--- src/rtl/avr_seq.sv ---
// avr_seq: instruction sequencer between fetch and the execute datapath.
// Chooses the PC source every cycle and gates instruction commit. It also
// covers the multi-cycle cases: pipeline priming after reset, branch flush,
// two-word instructions (JMP/CALL/LDS/STS) and two-cycle ADIW/SBIW.
//
// state  | meaning
// -------+----------------------------------------------------------
// RESET  | first cycle after reset release, PC forced to zero
// PRIME  | fetch pipeline filling, nothing commits
// RUN    | decode and commit single-cycle ops
// FLUSH  | discard the word fetched behind a taken jump
// FETCH2 | second word of JMP/CALL (jump) or LDS/STS (data)
// MULTI  | second cycle of ADIW/SBIW
module avr_seq (
   input  logic        CLK,
   input  logic        RST,
   input  logic [15:0] i_instr,
   input  logic        i_stall_req,
   output logic [2:0]  o_pc_select,
   output logic [15:0] o_pc_jmp,
   output logic        o_exec_en,
   output logic [15:0] o_exec_instr,
   output logic [15:0] o_exec_word2,
   output logic        o_exec_phase
);

   typedef enum logic [2:0] {
      S_RESET  = 3'd0,
      S_PRIME  = 3'd1,
      S_RUN    = 3'd2,
      S_FLUSH  = 3'd3,
      S_FETCH2 = 3'd4,
      S_MULTI  = 3'd5
   } state_t;

   localparam logic [2:0] PC_ZERO = 3'b000;
   localparam logic [2:0] PC_HOLD = 3'b001;
   localparam logic [2:0] PC_INC  = 3'b010;
   localparam logic [2:0] PC_REL  = 3'b100;
   localparam logic [2:0] PC_ABS  = 3'b101;

   state_t      r_state;
   logic [15:0] r_first_word;
   logic        r_jump_flav;

   state_t      w_next;
   logic        w_latch;
   logic        w_latch_jump;
   logic        w_is_rjmp;
   logic        w_is_jmp;
   logic        w_is_lds;
   logic        w_is_adiw;
   logic        w_stall;

   // Decode the opcode classes the sequencer cares about.
   always_comb begin
      w_is_rjmp = (i_instr[15:12] == 4'b1100);
      w_is_jmp  = (i_instr[15:9] == 7'b1001010) && (i_instr[3:2] == 2'b11);
      w_is_lds  = (i_instr[15:10] == 6'b100100) && (i_instr[3:0] == 4'b0000);
      w_is_adiw = (i_instr[15:9] == 7'b1001011);
   end

   // Output and next-state decode; stall overrides the PC/commit, reset overrides all.
   always_comb begin
      o_pc_select  = PC_ZERO;
      o_pc_jmp     = 16'h0000;
      o_exec_en    = 1'b0;
      o_exec_instr = i_instr;
      o_exec_word2 = 16'h0000;
      o_exec_phase = 1'b0;
      w_next       = r_state;
      w_latch      = 1'b0;
      w_latch_jump = 1'b0;
      w_stall      = 1'b0;

      case (r_state)
         S_RESET: begin
            o_pc_select = PC_ZERO;
            w_next      = S_PRIME;
         end
         S_PRIME: begin
            o_pc_select = PC_INC;
            w_next      = S_RUN;
         end
         S_RUN: begin
            w_stall = i_stall_req;
            if (w_is_rjmp) begin
               o_pc_select = PC_REL;
               o_pc_jmp    = {{4{i_instr[11]}}, i_instr[11:0]};
               o_exec_en   = 1'b1;
               w_next      = S_FLUSH;
            end else if (w_is_jmp) begin
               o_pc_select  = PC_INC;
               w_next       = S_FETCH2;
               w_latch      = 1'b1;
               w_latch_jump = 1'b1;
            end else if (w_is_lds) begin
               o_pc_select = PC_INC;
               w_next      = S_FETCH2;
               w_latch     = 1'b1;
            end else if (w_is_adiw) begin
               o_pc_select = PC_HOLD;
               o_exec_en   = 1'b1;
               w_next      = S_MULTI;
               w_latch     = 1'b1;
            end else begin
               o_pc_select = PC_INC;
               o_exec_en   = 1'b1;
            end
         end
         S_FETCH2: begin
            w_stall = i_stall_req;
            if (r_jump_flav) begin
               o_pc_select = PC_ABS;
               o_pc_jmp    = i_instr;
               w_next      = S_FLUSH;
            end else begin
               o_pc_select  = PC_INC;
               o_exec_en    = 1'b1;
               o_exec_instr = r_first_word;
               o_exec_word2 = i_instr;
               w_next       = S_RUN;
            end
         end
         S_MULTI: begin
            w_stall      = i_stall_req;
            o_pc_select  = PC_INC;
            o_exec_en    = 1'b1;
            o_exec_phase = 1'b1;
            o_exec_instr = r_first_word;
            w_next       = S_RUN;
         end
         S_FLUSH: begin
            w_stall     = i_stall_req;
            o_pc_select = PC_INC;
            w_next      = S_RUN;
         end
         default: begin
            w_next = S_RESET;
         end
      endcase

      if (w_stall) begin
         o_pc_select = PC_HOLD;
         o_exec_en   = 1'b0;
         w_next      = r_state;
         w_latch     = 1'b0;
      end

      if (RST) begin
         o_pc_select  = PC_ZERO;
         o_pc_jmp     = 16'h0000;
         o_exec_en    = 1'b0;
         o_exec_instr = 16'h0000;
         o_exec_word2 = 16'h0000;
         o_exec_phase = 1'b0;
         w_next       = S_RESET;
         w_latch      = 1'b0;
      end
   end

   // State, latched first word and FETCH2 flavour.
   always_ff @(posedge CLK) begin
      if (RST) begin
         r_state      <= S_RESET;
         r_first_word <= 16'h0000;
         r_jump_flav  <= 1'b0;
      end else begin
         r_state <= w_next;
         if (w_latch) begin
            r_first_word <= i_instr;
            r_jump_flav  <= w_latch_jump;
         end
      end
   end

endmodule

--- config.mk ---
export PLATFORM = sky130hd
export DESIGN_NAME = avr_seq
export DESIGN_NICKNAME = d
export VERILOG_FILES = /design/src/rtl/avr_seq.sv
export SDC_FILE = /design/constraint.sdc
export NUM_CORES = 1
export LEC_CHECK = 0
export CORE_MARGIN = 2
export CORE_UTILIZATION = 45
export DETAILED_ROUTE_END_ITERATION = 16
export GPL_TIMING_DRIVEN = 0
export PLACE_DENSITY = 0.87
export SETUP_SLACK_MARGIN = 0.2
export SYNTH_ARGS = -nofsm -noshare
export SYNTH_HDL_FRONTEND = slang
export SYNTH_SLANG_ARGS = --single-unit
--- constraint.sdc ---
create_clock -name CLK -period 4.7 [get_ports CLK]
set_clock_uncertainty 0.15 [all_clocks]
set_input_delay 0.94 -clock CLK [delete_from_list [all_inputs] [get_ports CLK]]
set_output_delay 0.94 -clock CLK [all_outputs]
set_load 0.005 [all_outputs]
==> summary.txt <==
Status
  • Status: finished clean

CTS
  • Max clock buf depth: 2
  • CTS Buf Count: 3
  • Worst-path clk slew: 120 ps
  • CTS tree: yes
  • Hold Buf Count CTS: 0
  • Clock Root Buffer: clkbuf_4
  • Clk sink count: 20
  • H-tree levels: 1
  • Worst-Skew Late Latency: 310 ps

GRT
  • Initial antenna violation count: 0
  • Final global-route overflow total: 0
  • Vias in the first global route: 1766
  • Pin count of the biggest net entering global routing: 12
  • First-pass GRT wire length: 8.169 mm
  • Global Route Usage Sum: 0.2544

STA
  • TNS Setup: 0 ps
  • Slew of the pin with the lowest slew margin: 579.0 ps
  • Fin crit share: 0.9132
  • RSZ-0062 raised after global routing: no
  • Minimum clock period: 4292 ps
  • Slew Viols, Final: 0
  • Max Freq: 0.2330 GHz
  • Final count of negative-setup-slack endpoints: 0
  • Headroom to the max-slew limit: 0.6132
  • Final Hold Viols: 0

Route
  • Vias per cell: 5.607
  • DR iter-0 viols: 158
  • Vias after detailed routing: 1828
  • DR WL/cell: 15.25 µm
  • Total Routed Length: 4.973 mm
  • # DRC: 0
  • Drt pass-1 iters: 4
  • Final ANT Viol Nets: 0

Logic synthesis
  • Syn Area/Cell: 7.405 µm²
  • Syn Nets: 229
  • Syn Inst Count: 208
  • Yosys cell types: 41
  • YS warnings: 0
  • Synth Area in Compound Gates: 0.2754
  • Ys flop type: dfxtp_1
  • Adder-cell share of the synthesized area: 0.01625
  • Post-synthesis register bit count: 20
  • Async SR Flop Fraction: 0
  • Area contributors post-synth: dfxtp_1 26%, and2_1 12%, a22oi_1 8.3%, nor2_1 6.1%, a21oi_1 5.8%
  • Post-synthesis cell area: 1540 µm²
  • Simple-gate area share of the yosys netlist: 0.3729
  • Main combinational cell family by area after synthesis: simple AND/OR/NAND/NOR gates
  • Synth area leader: dfxtp_1
  • Synth top area share: 0.2600
  • Post-synthesis xor/xnor area fraction: 0
  • Sequential share of the synthesized area: 0.2600
  • Post-synth EDFFs: 0
  • Mux contribution to synthesized area: 0.006499

Floorplanning
  • Core area: 3311 µm²
  • Die W: 62.51 µm
  • Die Y-Extent: 62.51 µm
  • Starting density of the core: 0.4652
  • Row count: 21
  • Die area: 3907 µm²
  • IO Pins: 72

Power
  • Worst vdd ir: 0.1487 mV
  • Static leakage: 0.0008778 µW
  • Tot Pwr: 385.5 µW
  • PD cells: 165.4 nW/µm²

Worst setup path
  • Setup crit start kind: input port
  • Required time at the worst-slack endpoint: 3610 ps
  • WP data arrival: 3200 ps
  • Most frequent CP cell: clkdlybuf4s50_1
  • Crit path cell chain: clkdlybuf4s50_1 -> nor4bb_4 -> nand2_1 -> a21oi_1 -> clkbuf_2 -> and2_1 -> clkdlybuf4s50_1
  • CP bufs+invs: 3
  • Critical path class: input port to primary output
  • Crit path capture type: primary output
  • Slowest cell on crit path: clkdlybuf4s50_1
  • Crit path max-delay family: buffers and inverters
  • Worst-path maximum fanout: 10
  • Crit-path max cell delay: 540 ps

Finish
  • Fin cells: 326
  • Antenna cells: 0
  • Final #Nets: 302
  • Most common cell after layout, fill and taps aside: clkdlybuf4s50_1
  • Area Overhead vs Synth: 51.34%
  • Final Instance Area: 2331 µm²
  • Share of layout cells above drive strength 1: 0.08929
  • Most frequent cells in the layout: 68 x clkdlybuf4s50_1, 29 x and2_1, 25 x nor2_1, 20 x nand2_1, 20 x dfxtp_1

Place
  • GPL Wtd Cong: 0.9429
  • PortBufs: 68
  • Post-DP Area: 2278 µm²
  • Placed insts: 322
  • Dpl hpwl: 3.483 mm

Worst hold path
  • Worst min path class: flop to flop

Flow run
  • Max-cap violations: 0
## worst register-to-register path, cell delays in order (launching register included)
cell	delay, ps
dfxtp_1	510
inv_1	120
ha_1	320
nor2b_1	470
nor4_4	80
and2_1	190
buf_6	130
buf_6	140
a31o_1	210
## final cells by class
cell class,instances,area [µm²]
Buffer,18,92.59
Clock buffer,4,36.28
Fill cell,296,979.7
Inverter,4,15.01
Multi-Input combinational cell,166,1049
Sequential cell,20,400.4
Tap cell,46,57.56
Timing Repair Buffer,68,680.7
## Yosys cell counts (all sizes together) (2+ instances only)
cell	count
ha	2
o22ai	2
o21ai	3
nor2	25
nand4bb	3
nand2b	3
and2	29
nand2	20
dfxtp	20
a21oi	18
and3	3
nor3	2
nor4	2
buf	9
nand3	2
inv	3
o21a	3
clkbuf	9
nor3b	4
a22oi	17
a31o	11
nor2b	2
## cells by family after synthesis
logic type / count (synthesis)
and+or+nand+nor: 102
AOI/OAI and AO/OA: 61
buffers and inverters: 22
DFF: 20
adders and majority gates: 2
muxes: 1
## power by group
part / internal [µW] / switching (µW)
Sequential: 172 / 3.20
Combinational: 52.3 / 50.7
Clock: 47.4 / 59.6
## worst paths after layout
| path | from | endpoint | slack (ps) | cells after the start |
|---|---|---|---|---|
| max | i_instr[12] | o_pc_jmp[2] | 410 | 7 |
| min | r_first_word[15] | r_first_word[15] | 330 | 1 |
| max reg2reg | r_state[1] | r_first_word[9] | 2280 | 8 |
| min reg2reg | r_first_word[15] | r_first_word[15] | 330 | 1 |
## routing by layer
| layer | global-route usage | up-vias | share of wire |
|---|---|---|---|
| met4 | 0.1111 | 0 | 0.011 |
| met1 | 0.3178 | 844 | 0.43 |
| li1 | - | 886 | - |
| met2 | 0.4341 | 93 | 0.47 |
| met3 | 0.03604 | 5 | 0.092 |
| met5 | 0 | - | 0 |
## what timing repair did
action | CTS | global route
buffers inserted | 0 | 0
setup endpoints to repair | 10 | 10
gates resized for setup | 1 | 2
## flip-flops by register name (all words and copies together) (netlist names)
signal        count
r_first_word     16
r_jump_flav       1
r_state           3
## metrics by stage
| step | utilization | setup slack [ps] | hold slack (ps) |
|---|---|---|---|
| after detailed placement | 0.6882 | 173.6 | 303.5 |
| final | 0.7041 | 407.7 | 329.8 |
| after global routing | 0.7041 | 221.3 | 342.3 |
| after CTS | 0.6995 | 324.2 | 332.4 |
| after global placement | 0.6882 | 206.4 | 297.5 |
| after floorplan | - | 1452 | 291.2 |
Note: power is estimated with default switching activity, not from simulation.
==> patch 1: new RTL, same flow settings <==
Make the reset (`RST`) asynchronous in one clocked block.
--- a/src/rtl/avr_seq.sv
+++ b/src/rtl/avr_seq.sv
@@ -161,5 +161,5 @@
 
    // State, latched first word and FETCH2 flavour.
-   always_ff @(posedge CLK) begin
+   always_ff @(posedge CLK or posedge RST) begin
       if (RST) begin
          r_state      <= S_RESET;
Check against the original RTL: no difference found for any inputs over 10 cycles, from zero or initial values and one cycle with RST high; that may be too few to reach the edited logic, so the function may still have changed.
==> patch 1 against the unedited design <==
- via count decreased by 8.0%
- final area increased by 3.9%
- cell count down 8.0%
- utilization rose by 1.6 points
- first-iteration DRC count down 46%
- wire length shrank 2.4%
- setup slack got worse by 0.016 ns
- register-to-register slack better by 0.11 ns
- sequential cell count is the same
- total power rose by 13%
- synthesized area up 3.9%
- largest power group unchanged
==> patch 1: results (changes against the unedited design) <==
[layout]
nNetsFinal=276  ; was 302
drive_gt1_share_pct=11.4  ; was 8.93%
top_regs=r_first_word (16), r_state (3), r_jump_flav (1)  ; unchanged
fillers=287  ; was 296
register_area_um2=500  ; was 400 um2

[global_routing]
grt_pass1_wl_um=8380  ; was 8170 um
grt_max_degree=25  ; was 12
grtUsageTotal_pct=25.6  ; was 25.4%
grt_pass1_vias=1769  ; was 1766
grt_antenna_before_repair=0  ; unchanged

[power_and_ir_drop]
pg_clk_uw=147  ; was 107 uW
swShare_pct=26.8  ; was 29.4%
power_leakage_uw=0.00103  ; was 0.000878 uW
vdd_ir_drop_max_mv=0.147  ; was 0.149 mV
cell_internal_pwr_uw=318  ; was 272 uW
power_frac_comb_pct=23.8  ; was 26.7%

[place]
dpl_worst_slack_ns=0.207  ; was 0.174 ns
gp_congestion=0.941  ; was 0.943
placed_cell_area_um2=2360  ; was 2280 um2
dp_hpwl_um=3600  ; was 3480 um
numPortBuffers=70  ; was 68

[outcome]
status=complete, no violations  ; unchanged

[worst_setup_path]
critPathTopFamily=buffers and inverters  ; unchanged
slowest_delay_ns=0.55
cp_max_fo=6  ; was 10
slowest_stage=clkdlybuf4s50_1  ; unchanged
cp.arrival_ns=3.22  ; was 3.20 ns

[yosys]
synth-main-ff-cell=dfrtp_1  ; was dfxtp_1
synth_cell_types=45  ; was 41
async_flop_share_pct=100  ; was 0%
ys_seq_area_share_pct=31.3  ; was 26.0%
syn-num-nets=201  ; was 229
synth_top_cells_by_count=and2_1, dfrtp_1, nor2_1, a22oi_1, nand2_1  ; was and2_1, nor2_1, dfxtp_1, nand2_1, a21oi_1
synth_area_leaders=dfrtp_1, and2_1, a22oi_1  ; was dfxtp_1, and2_1, a22oi_1
yosysWarningCount=0  ; unchanged
syn_area_per_cell_um2=8.89  ; was 7.40 um2

[sta]
maxSlewHeadroom_pct=41.3  ; was 61.3%

[routing]
vias=1681  ; was 1828
drtPass1Iterations=5  ; was 4
drt_iter0_drc=86  ; was 158
drt-total-wl_um=4860  ; was 4970 um
wl_per_cell_um=16.2  ; was 15.3 um

[min_path]
hp-class=flip-flop to flip-flop  ; unchanged

[cts]
htree_num_levels=1  ; unchanged
cts.reportedPaths.clkPinSlew_ns=0.12  ; about the same
insertion_delay_ns=0.32
cts_buffers=3  ; unchanged

## patch 1: logic make-up (layout without fill, tap and decap cells)
logic type	Yosys count	in the layout	share of synthesized area (%)
XOR/XNOR	1	1	0.547
multiplexers	13	13	10.6
AO/OA/AOI/OAI	37	37	16.8
flip-flops	20	20	31.3
adder cells (fa/ha/maj)	2	2	1.56
AND/OR/NAND/NOR	91	91	34.6
buffers and inverters	16	90	4.61
## patch 1: worst paths after layout
| kind | cells past startpoint | endpoint | from | slack (ns) |
|---|---|---|---|---|
| setup / recovery | 6 | o_pc_select[0] | i_instr[13] | 0.39 |
| hold / removal | 1 | r_first_word[11]$_DFFE_PP0P_ | r_first_word[11]$_DFFE_PP0P_ | 0.36 |
| setup reg to reg | 8 | r_first_word[0]$_DFFE_PP0P_ | r_state[1]$_DFFE_PP0P_ | 2.39 |
| hold reg to reg | 1 | r_first_word[11]$_DFFE_PP0P_ | r_first_word[11]$_DFFE_PP0P_ | 0.36 |
| max in group asynchronous | 2 | r_jump_flav$_DFFE_PP0P_ | RST | 3.09 |
| min in group asynchronous | 2 | r_state[0]$_DFFE_PP0P_ | RST | 0.77 |
## patch 1: routing by layer
metal | track usage, % | part of all wire (%)
met5 | 0 | 0
met4 | 10.1 | 1.6
met3 | 2.68 | 5.4
met2 | 44.1 | 49
met1 | 32.7 | 44
## patch 1: area by class of cell
cell class	count	area share, %
buffer	11	2.33
clock buffer	3	0.930
clock inverter	1	1.24
inverter	5	0.775
multi-input combinational	144	42.6
sequential	20	20.7
tap	46	2.38
timing repair buffer	70	29.0
## patch 1: timing repair
item,in CTS,in global routing
gates resized for setup,0,4
setup buffers,0,0
hold endpoints to repair,0,0
endpoints found under the setup margin,0,10
==> patch 2: new RTL, same flow settings <==
Without the edit above. Re-encode `state_t` (6 states) as one-hot, 6 bits wide.
--- a/src/rtl/avr_seq.sv
+++ b/src/rtl/avr_seq.sv
@@ -25,11 +25,11 @@
 );
 
-   typedef enum logic [2:0] {
-      S_RESET  = 3'd0,
-      S_PRIME  = 3'd1,
-      S_RUN    = 3'd2,
-      S_FLUSH  = 3'd3,
-      S_FETCH2 = 3'd4,
-      S_MULTI  = 3'd5
+   typedef enum logic [5:0] {
+      S_RESET  = 6'b000001,
+      S_PRIME  = 6'b000010,
+      S_RUN    = 6'b000100,
+      S_FLUSH  = 6'b001000,
+      S_FETCH2 = 6'b010000,
+      S_MULTI  = 6'b100000
    } state_t;
 
Function: no difference found for any inputs over 10 cycles, from zero or initial values and one cycle with RST high; not proved beyond that.
==> patch 2 against the unedited design <==
- total power rose by 13%
- maximum frequency is 1.1% lower
- synthesized cell count up 10%
- synthesized area up 14%
- final area rose by 11%
- wire length increased by 4.9%
- sequential cell count rose by 3
- setup slack worse by 0.047 ns
- hold slack worse by 0.022 ns
==> patch 2: results (changes against the unedited design) <==
[routing]
wl_per_cell_um=14.9  ; was 15.3 um
vias=1881  ; was 1828
drtPass1Iterations=5  ; was 4
drt_iter0_drc=170  ; was 158

[outcome]
status=complete, no violations  ; unchanged

[worst_setup_path]
cp_max_fo=7  ; was 10
regToRegSetupSlack_ns=2.60  ; was 2.28 ns
rr_worst_depth=7  ; was 8

[layout]
nNetsFinal=323  ; was 302

[yosys]
syn-instance-count=229  ; was 208
synth_fa_ha_area_share_pct=0  ; was 1.62%
synth_cell_types=43  ; was 41
synth_top_cells_by_count=nor2_1, and2_1, mux2i_1, dfxtp_1  ; was and2_1, nor2_1, dfxtp_1, nand2_1, a21oi_1
synth_compound_area_share_pct=11.5  ; was 27.5%
syn-num-nets=248  ; was 229
synth_area_leaders=dfxtp_1, mux2i_1, and2_1  ; was dfxtp_1, and2_1, a22oi_1
ys_seq_area_share_pct=26.2  ; was 26.0%

[power_and_ir_drop]
pg_clk_uw=130  ; was 107 uW
power_leakage_uw=0.00112  ; was 0.000878 uW
p_seq_uw=201  ; was 176 uW
design_power_total_uw=437  ; was 385 uW
vdd_ir_drop_max_mv=0.108  ; was 0.149 mV
p_sw_uw=129  ; was 113 uW

[place]
dpl_worst_slack_ns=0.165  ; was 0.174 ns
numPortBuffers=70  ; was 68
placed_cell_area_um2=2520  ; was 2280 um2
gp_congestion=0.915  ; was 0.943
dp_hpwl_um=3870  ; was 3480 um

[min_path]
whs_path_depth=2  ; was 1
hp-start=r_first_word[12]$_SDFFE_PP0P_  ; was r_first_word[15]$_SDFFE_PP0P_
whs_endpoint=r_first_word[12]$_SDFFE_PP0P_  ; was r_first_word[15]$_SDFFE_PP0P_

[cts]
insertion_delay_ns=0.27  ; was 0.31 ns
cts-root-buf=clkbuf_8  ; was clkbuf_4

[sta]
holdWs_ns=0.307  ; was 0.330 ns
maxSlewHeadroom_pct=46.3  ; was 61.3%

[global_routing]
grtUsageTotal_pct=24.6  ; was 25.4%

-- patch 2: cell types whose count changed after synthesis, moves of 4 or more --
cell | unedited run | this run
a22oi_1 | 17 | 0
nor2_1 | 25 | 39
a21oi_1 | 18 | 14
a31o_2 | 8 | 0
mux2i_1 | 1 | 27
nand2_1 | 20 | 14
-- patch 2: worst max-delay path by stage --
stage                     cells after the start              to   startpoint
after global routing                          7     o_pc_jmp[7]  i_instr[15]
after floorplan                               5    o_pc_jmp[10]  i_instr[12]
after CTS                                     7     o_pc_jmp[2]  i_instr[14]
after global placement                        7     o_pc_jmp[2]  i_instr[14]
final                                         6  o_pc_select[1]  i_instr[14]
after detailed placement                      7     o_pc_jmp[2]  i_instr[14]
-- patch 2: cell type report --
type	instances	area (um2)
Multi-Input combinational cell	184	1220
Tap cell	48	60.1
Buffer	17	78.8
Clock buffer	3	41.3
Clock inverter	1	5.00
Sequential cell	23	460
Fill cell	284	1130
Inverter	5	18.8
Timing Repair Buffer	70	701
-- patch 2: cells by family after synthesis --
group	count (synthesis)
XOR/XNOR	4
multiplexers	28
AO/OA/AOI/OAI	33
flip-flops	23
buffers and inverters	22
AND/OR/NAND/NOR	119
-- patch 2: repair_timing --
| item | CTS | global route |
|---|---|---|
| resized for setup | 1 | 2 |
| hold buffers | 0 | 0 |
| endpoints found under the setup margin | 10 | 11 |
| pin swaps | 0 | 1 |
-- patch 2: metal layers --
| metal | global-route usage, % | vias up | share of wire (%) |
|---|---|---|---|
| li1 | - | 933 | - |
| met1 | 32.7 | 870 | 46 |
| met2 | 41.6 | 73 | 48 |
| met3 | 4.22 | 5 | 5.8 |
| met4 | 5.10 | 0 | 0.59 |
| met5 | 0 | - | 0 |
